### src/rtl/lab1_imul_pkg.sv
// -----------------------------------------------------------------------------
// lab1_imul_pkg
// Shared types and message layout helpers for the variable-latency iterative
// integer multiplier (lab1_imul_int_mul_var and its ctrl/dpath sub-modules).
//
// Contents:
//   op_e        multiply mode carried in the request message
//   state_e     control FSM states
//   msg_*()     bit offsets of the request fields as a function of width N
//   op_*_signed whether an operand is interpreted as two's complement
// -----------------------------------------------------------------------------
package lab1_imul_pkg;

    typedef enum logic [1:0] {
        OP_MUL    = 2'b00,  // low N bits of the product
        OP_MULH   = 2'b01,  // signed x signed, high N bits
        OP_MULHSU = 2'b10,  // signed a x unsigned b, high N bits
        OP_MULHU  = 2'b11   // unsigned x unsigned, high N bits
    } op_e;

    typedef enum logic [1:0] {
        ST_IDLE = 2'd0,
        ST_CALC = 2'd1,
        ST_DONE = 2'd2
    } state_e;

    localparam int unsigned OP_W = 2;

    // Request layout: {op, a, b}, each operand N bits wide.
    function automatic int unsigned msg_b_lsb(input int unsigned n);
        return 0;
    endfunction

    function automatic int unsigned msg_b_msb(input int unsigned n);
        return n - 1;
    endfunction

    function automatic int unsigned msg_a_lsb(input int unsigned n);
        return n;
    endfunction

    function automatic int unsigned msg_a_msb(input int unsigned n);
        return 2 * n - 1;
    endfunction

    function automatic int unsigned msg_op_lsb(input int unsigned n);
        return 2 * n;
    endfunction

    function automatic int unsigned msg_op_msb(input int unsigned n);
        return 2 * n + OP_W - 1;
    endfunction

    function automatic int unsigned msg_width(input int unsigned n);
        return 2 * n + OP_W;
    endfunction

    // MUL is treated as signed x signed: the low half of the product is the
    // same either way, and taking magnitudes keeps small negative
    // multipliers on the short (early-terminating) path.
    function automatic logic op_a_signed(input op_e op);
        return (op != OP_MULHU);
    endfunction

    function automatic logic op_b_signed(input op_e op);
        return (op == OP_MUL) || (op == OP_MULH);
    endfunction

endpackage

### src/rtl/lab1_imul_int_mul_var_ctrl.sv
// -----------------------------------------------------------------------------
// lab1_imul_int_mul_var_ctrl
// Control FSM (IDLE -> CALC -> DONE) for the iterative multiplier. DONE can
// hand off directly to CALC when a new request arrives in the same cycle the
// response is taken.
//
// Ports:
//   clk, reset          clock and synchronous active-high reset
//   i_istream_val       request valid
//   o_istream_rdy       request ready
//   o_ostream_val       response valid
//   i_ostream_rdy       response ready
//   o_load, o_acc_clr   start a new operation in the datapath
//   o_shift, o_add_en   one iteration, with or without accumulate
//   i_b_lsb             current multiplier bit
//   i_b_next_zero       remaining multiplier bits are zero after this step
//   i_count_done        last possible iteration
// -----------------------------------------------------------------------------
module lab1_imul_int_mul_var_ctrl
    import lab1_imul_pkg::*;
(
    input  logic clk,
    input  logic reset,
    input  logic i_istream_val,
    output logic o_istream_rdy,
    output logic o_ostream_val,
    input  logic i_ostream_rdy,
    output logic o_load,
    output logic o_acc_clr,
    output logic o_shift,
    output logic o_add_en,
    input  logic i_b_lsb,
    input  logic i_b_next_zero,
    input  logic i_count_done
);

    state_e r_state;
    state_e w_state_next;

    always_ff @(posedge clk) begin
        if (reset) begin
            r_state <= ST_IDLE;
        end else begin
            r_state <= w_state_next;
        end
    end

    always_comb begin
        w_state_next  = r_state;
        o_istream_rdy = 1'b0;
        o_ostream_val = 1'b0;
        o_load        = 1'b0;
        o_acc_clr     = 1'b0;
        o_shift       = 1'b0;
        o_add_en      = 1'b0;

        case (r_state)
            ST_IDLE: begin
                o_istream_rdy = 1'b1;
                if (i_istream_val) begin
                    o_load       = 1'b1;
                    o_acc_clr    = 1'b1;
                    w_state_next = ST_CALC;
                end
            end

            ST_CALC: begin
                o_shift  = 1'b1;
                o_add_en = i_b_lsb;
                // Stop as soon as no set multiplier bits remain.
                if (i_b_next_zero || i_count_done) begin
                    w_state_next = ST_DONE;
                end
            end

            ST_DONE: begin
                o_ostream_val = 1'b1;
                // A new request can only enter while the response leaves.
                o_istream_rdy = i_ostream_rdy;
                if (i_ostream_rdy) begin
                    if (i_istream_val) begin
                        o_load       = 1'b1;
                        o_acc_clr    = 1'b1;
                        w_state_next = ST_CALC;
                    end else begin
                        w_state_next = ST_IDLE;
                    end
                end
            end

            default: begin
                w_state_next = ST_IDLE;
            end
        endcase

        // Handshakes are suppressed while reset is asserted.
        if (reset) begin
            o_istream_rdy = 1'b0;
            o_ostream_val = 1'b0;
            o_load        = 1'b0;
            o_acc_clr     = 1'b0;
            o_shift       = 1'b0;
            o_add_en      = 1'b0;
        end
    end

endmodule

### src/rtl/lab1_imul_int_mul_var_dpath.sv
// -----------------------------------------------------------------------------
// lab1_imul_int_mul_var_dpath
// Datapath of the iterative shift-add multiplier. Operates on magnitudes and
// applies the sign once at the end.
//
// Ports:
//   clk, reset          clock and synchronous active-high reset
//   i_istream_msg       request {op, a, b}
//   o_ostream_msg       selected half of the signed/unsigned product
//   i_load              capture operand magnitudes, op and result sign
//   i_acc_clr           clear the accumulator
//   i_shift             one iteration: shift a left, b right, count up
//   i_add_en            add the shifted multiplicand into the accumulator
//   o_b_lsb             current multiplier bit
//   o_b_next_zero       multiplier becomes zero after this iteration
//   o_count_done        this is the N-th iteration
// -----------------------------------------------------------------------------
module lab1_imul_int_mul_var_dpath
    import lab1_imul_pkg::*;
#(
    parameter int unsigned p_nbits = 32
) (
    input  logic                           clk,
    input  logic                           reset,
    input  logic [msg_width(p_nbits)-1:0]  i_istream_msg,
    output logic [p_nbits-1:0]             o_ostream_msg,
    input  logic                           i_load,
    input  logic                           i_acc_clr,
    input  logic                           i_shift,
    input  logic                           i_add_en,
    output logic                           o_b_lsb,
    output logic                           o_b_next_zero,
    output logic                           o_count_done
);

    localparam int unsigned N      = p_nbits;
    localparam int unsigned W2     = 2 * p_nbits;
    localparam int unsigned CW     = $clog2(p_nbits);
    localparam int unsigned OP_LSB = msg_op_lsb(p_nbits);
    localparam int unsigned OP_MSB = msg_op_msb(p_nbits);
    localparam int unsigned A_LSB  = msg_a_lsb(p_nbits);
    localparam int unsigned A_MSB  = msg_a_msb(p_nbits);
    localparam int unsigned B_LSB  = msg_b_lsb(p_nbits);
    localparam int unsigned B_MSB  = msg_b_msb(p_nbits);
    localparam logic [CW-1:0] COUNT_LAST = CW'(p_nbits - 1);
    localparam logic [CW-1:0] COUNT_ONE  = CW'(1);

    // ---------------------------------------------------------------------
    // Request decode and magnitude extraction
    // ---------------------------------------------------------------------
    op_e            w_op;
    logic [N-1:0]   w_a;
    logic [N-1:0]   w_b;
    logic           w_a_neg;
    logic           w_b_neg;
    logic [N-1:0]   w_a_mag;
    logic [N-1:0]   w_b_mag;

    assign w_op    = op_e'(i_istream_msg[OP_MSB:OP_LSB]);
    assign w_a     = i_istream_msg[A_MSB:A_LSB];
    assign w_b     = i_istream_msg[B_MSB:B_LSB];
    assign w_a_neg = op_a_signed(w_op) & w_a[N-1];
    assign w_b_neg = op_b_signed(w_op) & w_b[N-1];
    // Negating the most-negative value yields 2^(N-1), which is exactly
    // representable as an unsigned N-bit magnitude.
    assign w_a_mag = w_a_neg ? -w_a : w_a;
    assign w_b_mag = w_b_neg ? -w_b : w_b;

    // ---------------------------------------------------------------------
    // State registers
    // ---------------------------------------------------------------------
    logic [W2-1:0]  r_a;
    logic [N-1:0]   r_b;
    logic [W2-1:0]  r_acc;
    logic [CW-1:0]  r_count;
    logic           r_neg;
    op_e            r_op;

    // Multiplicand: zero-extended magnitude, shifted left each iteration.
    always_ff @(posedge clk) begin
        if (reset) begin
            r_a <= '0;
        end else if (i_load) begin
            r_a <= {{N{1'b0}}, w_a_mag};
        end else if (i_shift) begin
            r_a <= r_a << 1;
        end
    end

    // Multiplier: logical right shift exposes the next bit in r_b[0].
    always_ff @(posedge clk) begin
        if (reset) begin
            r_b <= '0;
        end else if (i_load) begin
            r_b <= w_b_mag;
        end else if (i_shift) begin
            r_b <= r_b >> 1;
        end
    end

    // Accumulator with wrap-around 2N-bit add.
    always_ff @(posedge clk) begin
        if (reset) begin
            r_acc <= '0;
        end else if (i_acc_clr) begin
            r_acc <= '0;
        end else if (i_shift && i_add_en) begin
            r_acc <= r_acc + r_a;
        end
    end

    // Iteration counter bounds the loop at N iterations.
    always_ff @(posedge clk) begin
        if (reset) begin
            r_count <= '0;
        end else if (i_load) begin
            r_count <= '0;
        end else if (i_shift) begin
            r_count <= r_count + COUNT_ONE;
        end
    end

    // Op and result sign are held until the response leaves.
    always_ff @(posedge clk) begin
        if (reset) begin
            r_op  <= OP_MUL;
            r_neg <= 1'b0;
        end else if (i_load) begin
            r_op  <= w_op;
            r_neg <= w_a_neg ^ w_b_neg;
        end
    end

    // ---------------------------------------------------------------------
    // Status to control
    // ---------------------------------------------------------------------
    assign o_b_lsb       = r_b[0];
    assign o_b_next_zero = (r_b[N-1:1] == '0);
    assign o_count_done  = (r_count == COUNT_LAST);

    // ---------------------------------------------------------------------
    // Result: re-apply the sign on the full 2N-bit product, then pick a half
    // ---------------------------------------------------------------------
    logic [W2-1:0] w_prod;
    logic [N-1:0]  w_half;

    assign w_prod = r_neg ? -r_acc : r_acc;
    assign w_half = (r_op == OP_MUL) ? w_prod[N-1:0] : w_prod[W2-1:N];

    assign o_ostream_msg = reset ? '0 : w_half;

endmodule

### src/rtl/lab1_imul_int_mul_var.sv
// -----------------------------------------------------------------------------
// lab1_imul_int_mul_var
// Variable-latency iterative integer multiplier with MUL/MULH/MULHSU/MULHU
// modes and early termination once the remaining multiplier bits are zero.
// Latency is k+1 CALC cycles where k is the MSB index of the effective |b|.
//
// Parameters:
//   p_nbits             operand/result width N (N >= 4)
// Ports:
//   clk, reset          clock and synchronous active-high reset
//   istream_val/rdy     request handshake
//   istream_msg         {op[1:0], a[N-1:0], b[N-1:0]}
//   ostream_val/rdy     response handshake
//   ostream_msg         selected N-bit half of the product
// -----------------------------------------------------------------------------
module lab1_imul_int_mul_var
    import lab1_imul_pkg::*;
#(
    parameter int unsigned p_nbits = 32
) (
    input  logic                           clk,
    input  logic                           reset,
    input  logic                           istream_val,
    output logic                           istream_rdy,
    input  logic [msg_width(p_nbits)-1:0]  istream_msg,
    output logic                           ostream_val,
    input  logic                           ostream_rdy,
    output logic [p_nbits-1:0]             ostream_msg
);

    logic w_load;
    logic w_acc_clr;
    logic w_shift;
    logic w_add_en;
    logic w_b_lsb;
    logic w_b_next_zero;
    logic w_count_done;

    lab1_imul_int_mul_var_ctrl u_ctrl (
        .clk            (clk),
        .reset          (reset),
        .i_istream_val  (istream_val),
        .o_istream_rdy  (istream_rdy),
        .o_ostream_val  (ostream_val),
        .i_ostream_rdy  (ostream_rdy),
        .o_load         (w_load),
        .o_acc_clr      (w_acc_clr),
        .o_shift        (w_shift),
        .o_add_en       (w_add_en),
        .i_b_lsb        (w_b_lsb),
        .i_b_next_zero  (w_b_next_zero),
        .i_count_done   (w_count_done)
    );

    lab1_imul_int_mul_var_dpath #(
        .p_nbits (p_nbits)
    ) u_dpath (
        .clk            (clk),
        .reset          (reset),
        .i_istream_msg  (istream_msg),
        .o_ostream_msg  (ostream_msg),
        .i_load         (w_load),
        .i_acc_clr      (w_acc_clr),
        .i_shift        (w_shift),
        .i_add_en       (w_add_en),
        .o_b_lsb        (w_b_lsb),
        .o_b_next_zero  (w_b_next_zero),
        .o_count_done   (w_count_done)
    );

endmodule
### config.mk
export PLATFORM = sky130hd
export DESIGN_NAME = lab1_imul_int_mul_var
export DESIGN_NICKNAME = d
export VERILOG_FILES = /design/src/rtl/lab1_imul_pkg.sv /design/src/rtl/lab1_imul_int_mul_var_ctrl.sv /design/src/rtl/lab1_imul_int_mul_var_dpath.sv /design/src/rtl/lab1_imul_int_mul_var.sv
export SDC_FILE = /design/constraint.sdc
export NUM_CORES = 1
export LEC_CHECK = 0
export ABC_CLOCK_PERIOD_IN_PS = 11450
export CAP_MARGIN = 5
export CORE_ASPECT_RATIO = 1.5
export CORE_MARGIN = 2
export CORE_UTILIZATION = 35
export DETAILED_ROUTE_END_ITERATION = 12
export DONT_BUFFER_PORTS = 1
export MAX_ROUTING_LAYER = met4
export PLACE_DENSITY = 0.49
export SLEW_MARGIN = 20
export SYNTH_ARGS = -nofsm -noshare
export SYNTH_HDL_FRONTEND = slang
export SYNTH_SLANG_ARGS = --single-unit
### constraint.sdc
create_clock -name clk -period 11.45 [get_ports clk]
set_clock_uncertainty 0.15 [all_clocks]
set_input_delay 1.7175 -clock clk [delete_from_list [all_inputs] [get_ports clk]]
set_output_delay 1.7175 -clock clk [all_outputs]
set_load 0.01 [all_outputs]
# == Word-level counts from Yosys, hierarchy flattened ==
# Index checks and enable logic that the tools add are counted.
# word_totals
register_bits,170
input_bits,70
# classes
add_sub_neg,5
n_eq_ne,8
muxes,26
n_bitwise,3
reduce_logical,10
# ops
operator,n
32-bit 2-to-1 mux,8
64-bit adder,1
64-bit 2-to-1 mux,1
32-bit negation,2
64-bit negation,1
31-bit zero test,1
1-bit 2-to-1 mux,11
2-bit zero test,3
2-bit 2-to-1 mux,3
2-bit != test (second input constant),3
2-bit case mux with 3 select lines,1
5-bit by 1-bit adder with 5-bit output (second input constant),1
5-bit equality test (second input constant),1
2-bit by 1-bit equality test with 1-bit output (second input constant),2
1-bit case mux with 2 select lines,2
3-bit AND reduction,1
1-bit bitwise AND,2
2-bit equality test (second input constant),1
1-bit logical OR,2
2-bit by 1-bit != test with 1-bit output (second input constant),1
2-bit nonzero test,1
2-bit OR reduction,1
1-bit logical AND,1
1-bit bitwise XOR,1

# == Logic depth before layout (Yosys ltp) ==
# Gate-level depths: netlist of the first run.
# logic_depth
ltp_word,5
mapped_depth,13

# == By module ==
# Synthesis of the first run repeated with hierarchy kept, for this count alone.
# unflattened
cells_unflattened,1699
area_unflattened_um2,13196.4
# modules_own_cells
mod,n_inst,cells_each,area_each_um2
lab1_imul_int_mul_var_dpath,1,1685,13053.8
lab1_imul_int_mul_var_ctrl,1,14,142.6

# == Worst setup path before layout of the first run ==
# OpenSTA, ideal clock, no wires.
# synth_path
path_kind,register to output
from,register u_dpath.r_acc[10]
to,output ostream_msg[26]
t_arrival_ns,3.568
setup_slack_ns,6.015
path_stages_with_launch,11
cell_sequence,dfxtp_1 > or4_4 > or4_1 > or2_4 > or3_4 > or2_4 > or4_4 > buf_6 > o41ai_2 > xor2_1 > a211oi_1
# synth_between
elab_chain_cells,4
# synth_rtl
element,line_no,source
"start, declared",lab1_imul_int_mul_var_dpath.sv:74,logic [W2-1:0] r_acc;
"start signal, assigned",lab1_imul_int_mul_var_dpath.sv:108,r_acc <= r_acc + r_a;
64-bit negation,lab1_imul_int_mul_var_dpath.sv:147,assign w_prod = r_neg ? -r_acc : r_acc;
64-bit 2-to-1 mux,lab1_imul_int_mul_var_dpath.sv:147,
32-bit 2-to-1 mux,lab1_imul_int_mul_var_dpath.sv:148,assign w_half = (r_op == OP_MUL) ? w_prod[N-1:0] : w_prod[W2-1:N];
32-bit 2-to-1 mux,lab1_imul_int_mul_var_dpath.sv:150,assign o_ostream_msg = reset ? '0 : w_half;
"end, declared",lab1_imul_int_mul_var.sv:28,output logic [p_nbits-1:0] ostream_msg
# Every way passes these cells.

# == Worst setup path in the final report of the first run ==
# layout_path
from,register u_dpath.r_acc[19]
to,output ostream_msg[31]
# Same word-level chain as after synthesis.

==> key figures, run 1 <==
Power and ir drop
  – PD cells: 109 nW/µm²
  – VDD IR max: ~92 µV
  – Leakage Power: 5.20 nW
  – Design Power: 1.51 mW

Clock network
  – CTS Root Cell: clkbuf_16
  – Clock sink total: 170
  – # resized after CTS: 0
  – Post-CTS Hold Buffers: 0
  – CTS tree: yes
  – Htree depth: 4
  – CTS Buf Count: 17
  – Worst-path clk slew: 0.06 ns
  – Setup Fix Bufs, Post-CTS: 0
  – Clk buf depth: 2
  – Clock latency on the worst-skew pair: approximately 0.46 ns

Drt
  – DRT iter0 DRCs: about 860
  – Vias: roughly 13000
  – Drt wl/cell: about 20 µm
  – Drt drc: 0
  – Post-route ant nets: 0
  – 1st-pass router iterations: 7
  – Routed WL: approximately 44000 µm
  – Vias/cell: 5.69

Synth
  – Yosys warns: 0
  – Adder-cell share of the synthesized area: 6.73%
  – Sequential area share after synthesis: a little over a quarter
  – Multiplexer area fraction after synthesis: less than 1%
  – Syn_area_per_cell: between 7 and 8 µm²
  – Post-synthesis cell type count: 60
  – EDFF count, synth: 0
  – Netlist Area Pre-Place: about 13000 µm²
  – Mapped Nets: 1942
  – Seq cells post-synth: 170
  – Post-Synth Simple-Gate Area: about a quarter
  – Post-Synth XOR/XNOR Area: 12.1%
  – Main combinational cell family by area after synthesis: compound AO/OA/AOI/OAI gates
  – Cell taking the most area after synthesis: dfxtp_1
  – Synth Area in Compound Gates: 25.9%
  – Synth Instances: between 1500 and 2000
  – Most used DFF post-synth: dfxtp_1
  – Asr flop ratio synth: 0%
  – Top cells by area, synth: dfxtp_1 26%, nand2_1 10%, a21oi_1 7.0%
  – Yosys top cell area share: 26.3%

Final layout
  – Share of layout cells above drive strength 1: under 10%
  – Layout Cells excl Fill: about 2200
  – Most common cell after layout, fill and taps aside: nand2_1
  – Fillers: between 3000 and 4000
  – Final net count: approximately 1900
  – P&R area growth vs syn: 6.58%
  – Most frequent cells in the layout: 353 x nand2_1, 182 x a21oi_1, 175 x nor2_1

Global routing
  – Global-route wire length before repair: 68600 µm
  – Initial antenna violation count: 1
  – Pin count of the biggest net entering global routing: around 100
  – Global route overflow: 0
  – Vias in the first global route: roughly 12000
  – Total Routing Usage GR: a little under a quarter

Worst hold path
  – Hold Path Stages: 2
  – Hold endpoint: u_dpath.r_count[4]
  – Min-delay src: u_dpath.r_count[4]
  – Hold Crit Class: reg2reg

Timing
  – Fin crit share: about 58%
  – Count of final hold-check violations: 0
  – RSZ-0062 raised after global routing: no
  – Fin Setup TNS: 0 ns
  – Fin. max-slew vios: 0
  – Max-slew headroom: about a third
  – Max Fclk: around 150 MHz
  – Worst-Margin Slew: between 0.9 and 1 ns
  – Final setup fails: 0
  – Minimum clock period: 6.63 ns

Run status
  – Status: complete, no violations

Placement
  – Dpl hpwl: approximately 33000 µm
  – Final Wtd Congestion: between 0.9 and 1
  – Port Buffers: 0
  – Number of cells after detailed placement: about 2200

Setup path
  – Worst Path Arrival: ~4.8 ns
  – Worst-path maximum fanout: 7
  – Worst reg2reg startpoint: u_dpath.r_acc[0]
  – R2R setup slack: slightly below 7 ns
  – CP endpoint kind: primary output
  – R2R cell count: 13
  – WS Path Type: reg2out
  – Crit path required time: roughly 9.6 ns
  – R2R Path End: u_dpath.r_acc[62]
  – CP startpoint kind: flip-flop

Floorplan
  – DIE HEIGHT: between 200 and 250 µm
  – # IOs: 104
  – Initial Util: between 30% and 40%
  – Die ar.: 38500 µm²
  – Row cnt: 86
  – Core area: between 30000 and 40000 µm²
  – Die W: between 150 and 200 µm

Job
  – Max-Cap Viols: 0
==> per-layer routing <==
metal,track usage [%],vias up,wire (µm)
met5,-,-,0
met4,10.6,0,1800
met3,3.17,81,1660
met2,41.7,311,22500
met1,25.7,5943,18000
li1,-,6232,-
==> stage by stage <==
stage	hold WS (ns)	instance area [µm²]	setup slack, ns	utilization (%)
floorplan	0.291	12900	6.01	-
global placement	0.297	13200	5.29	36.1
detailed placement	0.311	13200	5.30	36.1
CTS	0.320	13800	4.79	37.7
global route	0.351	13800	4.62	37.7
finish	0.315	13800	4.82	37.7
==> cell type report <==
type                    count  area (µm²)  area share (%)
flip-flops and latches    170        3410            24.7
inverters                  29         109           0.790
well taps                 484         606            4.39
clock buffers              20         447            3.24
clock inverters            12         136           0.989
repair buffers             11        82.6           0.599
multi-input cells        1483        8990            65.3
diodes                      1        2.50          0.0182
==> flip-flops by register name, indices dropped and copies added, names as in the netlist <==
name and flops:
u_ctrl.r_state 2, u_dpath.r_a 64, u_dpath.r_acc 64, u_dpath.r_b 32
u_dpath.r_count 5, u_dpath.r_neg 1, u_dpath.r_op 2
==> cell families after synthesis <==
family | Yosys count
AOI/OAI and AO/OA | 522
xor gates and xnor gates | 178
adders and majority gates | 69
buffers and inverters | 150
DFF | 170
muxes | 7
and+or+nand+nor | 707
==> synthesized netlist by cell type (4+ instances only) <==
library cell  count
nor4_1           19
or3_1             9
a21o_1           35
nor2_1          178
and3_1            6
a21oi_1         182
nand3b_1          4
mux2i_1           7
a41oi_1           5
or4_1            17
a221oi_1          5
xor2_1           85
or2_2             4
nand2b_1         21
nor2b_1           8
xnor2_1          93
o21bai_1          6
o41ai_1          16
buf_1            11
a21boi_0          4
a311oi_1         48
clkbuf_1        109
nand3_1          17
o31ai_1          29
nand4_1          26
o21ai_0          99
o22ai_1           6
dfxtp_1         170
ha_1             68
nand2_1         354
a211oi_1         43
o21a_1            5
a31oi_1           8
nor3_1           25
inv_1            29
a22oi_1           5
o211ai_1          8
==> worst max-delay path by stage <==
stage                                 start               to  depth (start not counted)
final                     u_dpath.r_acc[19]  ostream_msg[31]                         10
after global routing      u_dpath.r_acc[19]  ostream_msg[31]                         10
after CTS                 u_dpath.r_acc[19]  ostream_msg[31]                         10
after detailed placement  u_dpath.r_acc[19]  ostream_msg[31]                         10
after global placement    u_dpath.r_acc[19]  ostream_msg[31]                         10
after floorplan           u_dpath.r_acc[10]  ostream_msg[26]                         10
==> critical path, stage by stage (launching register included) <==
cell	delay (ns)
dfxtp_1	0.38
or4_1	0.61
nor4_1	0.74
and2_1	0.28
nand3_1	0.09
nand2b_1	0.24
or4_4	0.49
or4_1	0.46
o31ai_1	0.27
xor2_1	0.12
a211oi_1	0.63
==> power by group <==
group / total [mW] / switching, mW / internal, mW
logic: 0.253 / 0.165 / 0.0880
clock network: 0.600 / 0.270 / 0.330
registers: 0.654 / 0.0353 / 0.618
(Power assumes the default switching activity.)
==> inputs of run 2 (changes only) <==
- ABC_CLOCK_PERIOD_IN_PS: 11450 -> 5900
- PLACE_DENSITY: 0.49 -> 0.51
- clock period: 11.45 -> 5.9 ns (I/O delays scaled with it)
==> key figures, run 2 (synthesized netlist as in run 1, its figures left out) <==
Timing
  – Fin. max-slew vios: 0 (unchanged)
  – Fin crit share: a little under 100%
  – Minimum clock period: 5.71 ns
  – Worst-Margin Slew: 1.16 ns (+0.161 ns)
  – Max Fclk: roughly 180 MHz
  – Setup WS post-layout: 0.193 ns (-4.63 ns)
  – Final setup fails: 0 (unchanged)
  – Count of final hold-check violations: 0 (unchanged)
  – Max-slew headroom: 21.7% (-12 points)
  – RSZ-0062 raised after global routing: no
  – Fin Setup TNS: 0 ns (unchanged)

Global routing
  – Global route overflow: 0 (unchanged)
  – Pin count of the biggest net entering global routing: 103 (unchanged)
  – Vias in the first global route: 12432 (+2.1%)
  – Total Routing Usage GR: 23.5% (+0.13 points)
  – Initial antenna violation count: 0 (-1)
  – Global-route wire length before repair: 69100 µm (+0.71%)

Final layout
  – Fillers: 3977 (+1.8%)
  – Share of layout cells above drive strength 1: 4.33% (+0.39 points)
  – Most common cell after layout, fill and taps aside: nand2_1
  – Inserted Diodes: 0 (-1)
  – Layout Cells excl Fill: 2217 (+0.32%)
  – P&R area growth vs syn: 6.92%
  – Most frequent cells in the layout: 353 x nand2_1, 182 x a21oi_1, 176 x nor2_1
  – Final net count: 1859 (+0.43%)
  – Largest regs: u_dpath.r_a (64), u_dpath.r_acc (64), u_dpath.r_b (32)

Floorplan
  – DIE HEIGHT: 239 µm (unchanged)
  – Row cnt: 86 (unchanged)
  – Die ar.: 38500 µm² (unchanged)
  – # IOs: 104 (unchanged)
  – Core area: 36600 µm² (unchanged)
  – Initial Util: 35.3% (unchanged)
  – Die W: 161 µm (unchanged)

Clock network
  – Clock latency on the worst-skew pair: 0.46 ns (about the same)
  – Setup Fix Bufs, Post-CTS: 0 (unchanged)
  – CTS Buf Count: 17 (unchanged)
  – Clk buf depth: 2 (unchanged)
  – Htree depth: 4 (unchanged)
  – # resized after CTS: 0 (unchanged)
  – Worst-path clk slew: 0.07 ns (about the same)
  – CTS Root Cell: clkbuf_16
  – Post-CTS Hold Buffers: 0 (unchanged)
  – CTS tree: yes
  – Clock sink total: 170 (unchanged)

Setup path
  – CP endpoint kind: primary output
  – Worst reg2reg startpoint: u_dpath.r_acc[0]
  – CP endpoint: ostream_msg[31]
  – Worst-path maximum fanout: 7 (unchanged)
  – Worst setup path startpoint: u_dpath.r_acc[10]
  – Crit path required time: 4.87 ns (-4.71 ns)
  – CP startpoint kind: flip-flop
  – R2R cell count: 13 (unchanged)
  – R2R setup slack: 1.54 ns (-5.23 ns)
  – R2R Path End: u_dpath.r_acc[62]
  – Worst Path Arrival: 4.67 ns (-0.09 ns)
  – WS Path Type: reg2out

Power and ir drop
  – Seq pwr share: 43.0% (-0.4 points)
  – PD cells: 211 nW/µm² (+93%)
  – Switching portion of total power: 32.0% (+0.83 points)
  – Leakage Power: 5.24 nW (+0.78%)
  – Clk pwr share: 39.4% (-0.4 points)
  – VDD IR max: 189 µV (+100%)
  – Design Power: 2.91 mW (+93%)
  – P_int: 1.98 mW (+91%)
  – Power share of the combinational group: 17.5% (+0.7 points)
  – Psw: 0.933 mW (+98%)

Placement
  – Dpl hpwl: 33300 µm (+0.63%)
  – Number of cells after detailed placement: 2185 (+0.37%)
  – DP Worst Slack: 0.740 ns (-4.56 ns)
  – Port Buffers: 0 (unchanged)
  – Final Wtd Congestion: 0.941 (-0.32%)

Drt
  – Post-route ant nets: 0 (unchanged)
  – DRT iter0 DRCs: 784 (-8.3%)
  – 1st-pass router iterations: 5 (-2)
  – Vias: 12618 (+0.41%)
  – Routed WL: 43900 µm (about the same)
  – Drt drc: 0 (unchanged)
  – Drt wl/cell: 19.8 µm (-0.37%)
  – Vias/cell: 5.69 (about the same)

Worst hold path
  – Hold Crit Class: reg2reg

Run status
  – Status: complete, no violations

Job
  – Max-Cap Viols: 0 (unchanged)
-- run 2: cell types whose count changed in the layout (fill, tap and decap cells not counted), sizes merged --
cell / delta
clkinvlp: -2
inv: +2
buf: +8
diode: -1
clkinv: +1
bufinv: -1
-- run 2: worst max-delay path, cell delays in order (launching register included) --
cell and delay, ns:
dfxtp_1 0.38, or4_4 0.57, or4_1 0.42, or2_4 0.26, nor3_2 0.31, nand2b_1 0.21, or4_4 0.49, or4_1 0.45
o31ai_1 0.31, xor2_1 0.15, a211oi_1 0.66
-- run 2: through the flow --
step	util (%)	area [µm²]	hold slack [ns]
floorplan	-	12900	0.291
global placement	36.2	13300	0.297
detailed placement	36.2	13300	0.305
CTS	37.8	13800	0.314
global route	37.8	13800	0.314
finish	37.8	13800	0.313
-- run 2: layout make-up --
| class | instances | area [µm²] | share of cell area [%] |
|---|---|---|---|
| clock buffer | 20 | 447 | 3.23 |
| multi-input combinational | 1483 | 8990 | 65.0 |
| sequential | 170 | 3400 | 24.6 |
| clock inverter | 12 | 128 | 0.923 |
| tap | 484 | 606 | 4.38 |
| inverter | 29 | 109 | 0.787 |
| timing repair buffer | 19 | 143 | 1.03 |
-- run 2: power by group through the flow --
| stage | sequential [mW] | clock (mW) | combinational (mW) |
|---|---|---|---|
| global placement | 1.28 | 0 | 0.507 |
| detailed placement | 1.28 | 0 | 0.510 |
| CTS | 1.25 | 1.18 | 0.512 |
| global route | 1.26 | 1.23 | 0.568 |
| finish | 1.25 | 1.15 | 0.510 |
| floorplan | 1.26 | 0 | 0.400 |
-- run 2: worst min-delay path by stage --
| stage | startpoint | end | depth (start not counted) |
|---|---|---|---|
| finish | u_dpath.r_count[4] | u_dpath.r_count[4] | 2 |
| global route | reset | u_dpath.r_op[1] | 1 |
| CTS | u_dpath.r_count[4] | u_dpath.r_count[4] | 2 |
| detailed placement | u_dpath.r_count[4] | u_dpath.r_count[4] | 2 |
| global placement | u_dpath.r_count[4] | u_dpath.r_count[4] | 2 |
| floorplan | u_dpath.r_count[4] | u_dpath.r_count[4] | 2 |
-- run 2: layer usage --
metal / global-route usage (%) / part of all wire, %
met1: 25.9 / 40
met2: 40.8 / 50
met3: 3.48 / 4.1
met4: 12.3 / 5.2
met5: - / 0
==> inputs of run 3 (changes only) <==
- CTS_BUF_LIST: default -> sky130_fd_sc_hd__clkbuf_4 sky130_fd_sc_hd__clkbuf_8
- SLEW_MARGIN: 20 -> 40
==> key figures, run 3 (synthesized netlist as in run 1, its figures left out) <==
Setup path
  – R2R setup slack: 1.52 ns (-0.02 ns)
  – Crit path required time: 4.87 ns (about the same)
  – Worst-path maximum fanout: 7 (unchanged)
  – Crit path cell chain: or4_4 -> or4_1 -> or2_4 -> nor3_2 -> nand2b_1 -> or4_4 -> or4_1 -> o31ai_1 -> xor2_1 -> a211oi_2
  – Worst Path Arrival: 4.50 ns (-0.17 ns)
  – CP startpoint kind: flip-flop
  – CP endpoint kind: primary output
  – WS Path Type: reg2out
  – Cell family with the largest share of critical-path delay: simple AND/OR/NAND/NOR gates
  – Slowest CP cell: or4_4
  – WP buf/inv: 0 (unchanged)
  – Critical Path Max Stage Delay: 0.58 ns (-0.08 ns)

Floorplan
  – Die ar.: 38500 µm² (unchanged)
  – Row cnt: 86 (unchanged)
  – Initial Util: 35.3% (unchanged)
  – # IOs: 104 (unchanged)
  – Core area: 36600 µm² (unchanged)
  – Die W: 161 µm (unchanged)
  – DIE HEIGHT: 239 µm (unchanged)

Timing
  – Fin. max-slew vios: 0 (unchanged)
  – Count of final hold-check violations: 0 (unchanged)
  – Fin crit share: 93.9% (-2.9 points)
  – WHS: 0.272 ns (-0.0406 ns)
  – RSZ-0062 raised after global routing: no
  – Max Fclk: 181 MHz (+3.0%)
  – Final setup fails: 0 (unchanged)
  – Setup WS post-layout: 0.361 ns (+0.169 ns)
  – Worst-Margin Slew: 0.861 ns (-0.298 ns)
  – Minimum clock period: 5.54 ns (-0.169 ns)
  – Fin Setup TNS: 0 ns (unchanged)
  – Max-slew headroom: 42.1% (+20 points)

Final layout
  – Most common cell after layout, fill and taps aside: nand2_1
  – Largest regs: u_dpath.r_a (64), u_dpath.r_acc (64), u_dpath.r_b (32)
  – Most frequent cells in the layout: 353 x nand2_1, 182 x a21oi_1, 176 x nor2_1
  – Finished Cell Area: 13700 µm² (-1.1%)
  – Fillers: 3967 (-0.25%)
  – P&R area growth vs syn: 5.71%
  – Share of layout cells above drive strength 1: 4.67% (+0.34 points)
  – Final net count: 1860 (+0.054%)

Clock network
  – Setup Fix Bufs, Post-CTS: 0 (unchanged)
  – CTS tree: yes
  – Post-CTS Hold Buffers: 0 (unchanged)
  – # resized after CTS: 0 (unchanged)
  – CTS Buf Count: 17 (unchanged)
  – CTS Root Cell: clkbuf_8
  – Worst-path clk slew: 0.11 ns (+0.04 ns)
  – Clk buf depth: 2 (unchanged)
  – Htree depth: 4 (unchanged)
  – Clock sink total: 170 (unchanged)
  – Clock latency on the worst-skew pair: 0.53 ns (+0.07 ns)

Drt
  – Drt drc: 0 (unchanged)
  – Post-route ant nets: 0 (unchanged)
  – DRT iter0 DRCs: 690 (-12%)
  – 1st-pass router iterations: 5 (unchanged)
  – Vias: 12661 (+0.34%)
  – Drt wl/cell: 19.9 µm (+0.41%)
  – Vias/cell: 5.71 (+0.25%)
  – Routed WL: 44200 µm (+0.51%)

Placement
  – Final Wtd Congestion: 0.941 (unchanged)
  – Dpl cell area: 13300 µm² (+0.40%)
  – Dpl hpwl: 33300 µm (+0.20%)
  – Port Buffers: 0 (unchanged)
  – DP Worst Slack: 0.759 ns (+0.0190 ns)

Run status
  – Status: complete, no violations

Global routing
  – Global-route wire length before repair: 69000 µm (-0.21%)
  – Total Routing Usage GR: 23.4% (-0.034 points)
  – Pin count of the biggest net entering global routing: 103 (unchanged)
  – Global route overflow: 0 (unchanged)
  – Initial antenna violation count: 1 (+1)
  – Vias in the first global route: 12309 (-0.99%)

Job
  – Max-Cap Viols: 0 (unchanged)

Power and ir drop
  – Leakage Power: 5.18 nW (-1.2%)
  – VDD IR max: 119 µV (-37%)
  – PD cells: 190 nW/µm² (-9.9%)
  – Design Power: 2.59 mW (-11%)

Worst hold path
  – Hold Crit Class: in2reg
-- run 3: worst paths after layout --
path	startpoint	endpoint	cells after the start
setup reg to reg	u_dpath.r_a[0]	u_dpath.r_acc[62]	13
hold reg to reg	u_dpath.r_count[4]	u_dpath.r_count[4]	2
setup / recovery	u_dpath.r_acc[10]	ostream_msg[31]	10
hold / removal	reset	u_dpath.r_op[0]	1
-- run 3: layout make-up --
class | instances | area (µm²) | share of cell area (%)
antenna | 1 | 2.50 | 0.0183
clock buffer | 19 | 249 | 1.82
clock inverter | 13 | 109 | 0.796
inverter | 29 | 109 | 0.796
multi-input combinational | 1483 | 9010 | 65.9
sequential | 170 | 3400 | 24.9
tap | 484 | 606 | 4.43
timing repair buffer | 20 | 178 | 1.30
-- run 3: power by group --
| part | internal [mW] | total (mW) | switching (mW) |
|---|---|---|---|
| Combinational | 0.178 | 0.515 | 0.337 |
| Sequential | 1.20 | 1.25 | 0.0544 |
| Clock | 0.312 | 0.824 | 0.513 |
-- run 3: stage by stage --
step,instances,util (%)
finish,2219,37.4
global route,2219,37.4
CTS,2218,37.3
detailed placement,2186,36.4
global placement,2185,36.2
floorplan,1803,-
-- run 3: worst reg2reg max path: stages (launching register included) --
cell and delay (ns):
dfxtp_1 0.45, ha_1 0.25, fa_1 0.21, a21oi_1 0.10, o221ai_1 0.40, nor4b_1 0.57
nand4b_1 0.23, a41oi_1 0.26, o21ba_2 0.32, o31ai_1 0.74, a311o_1 0.28, a21oi_1 0.08
xor2_1 0.15, o21ai_0 0.13
-- run 3: metal layers --
metal	vias to the layer above	GRT usage, %	share of wire [%]
li1	6248	-	-
met5	-	-	0
met4	0	10.9	4.3
met2	320	41.1	51
met3	84	3.55	3.9
met1	6009	26.1	41
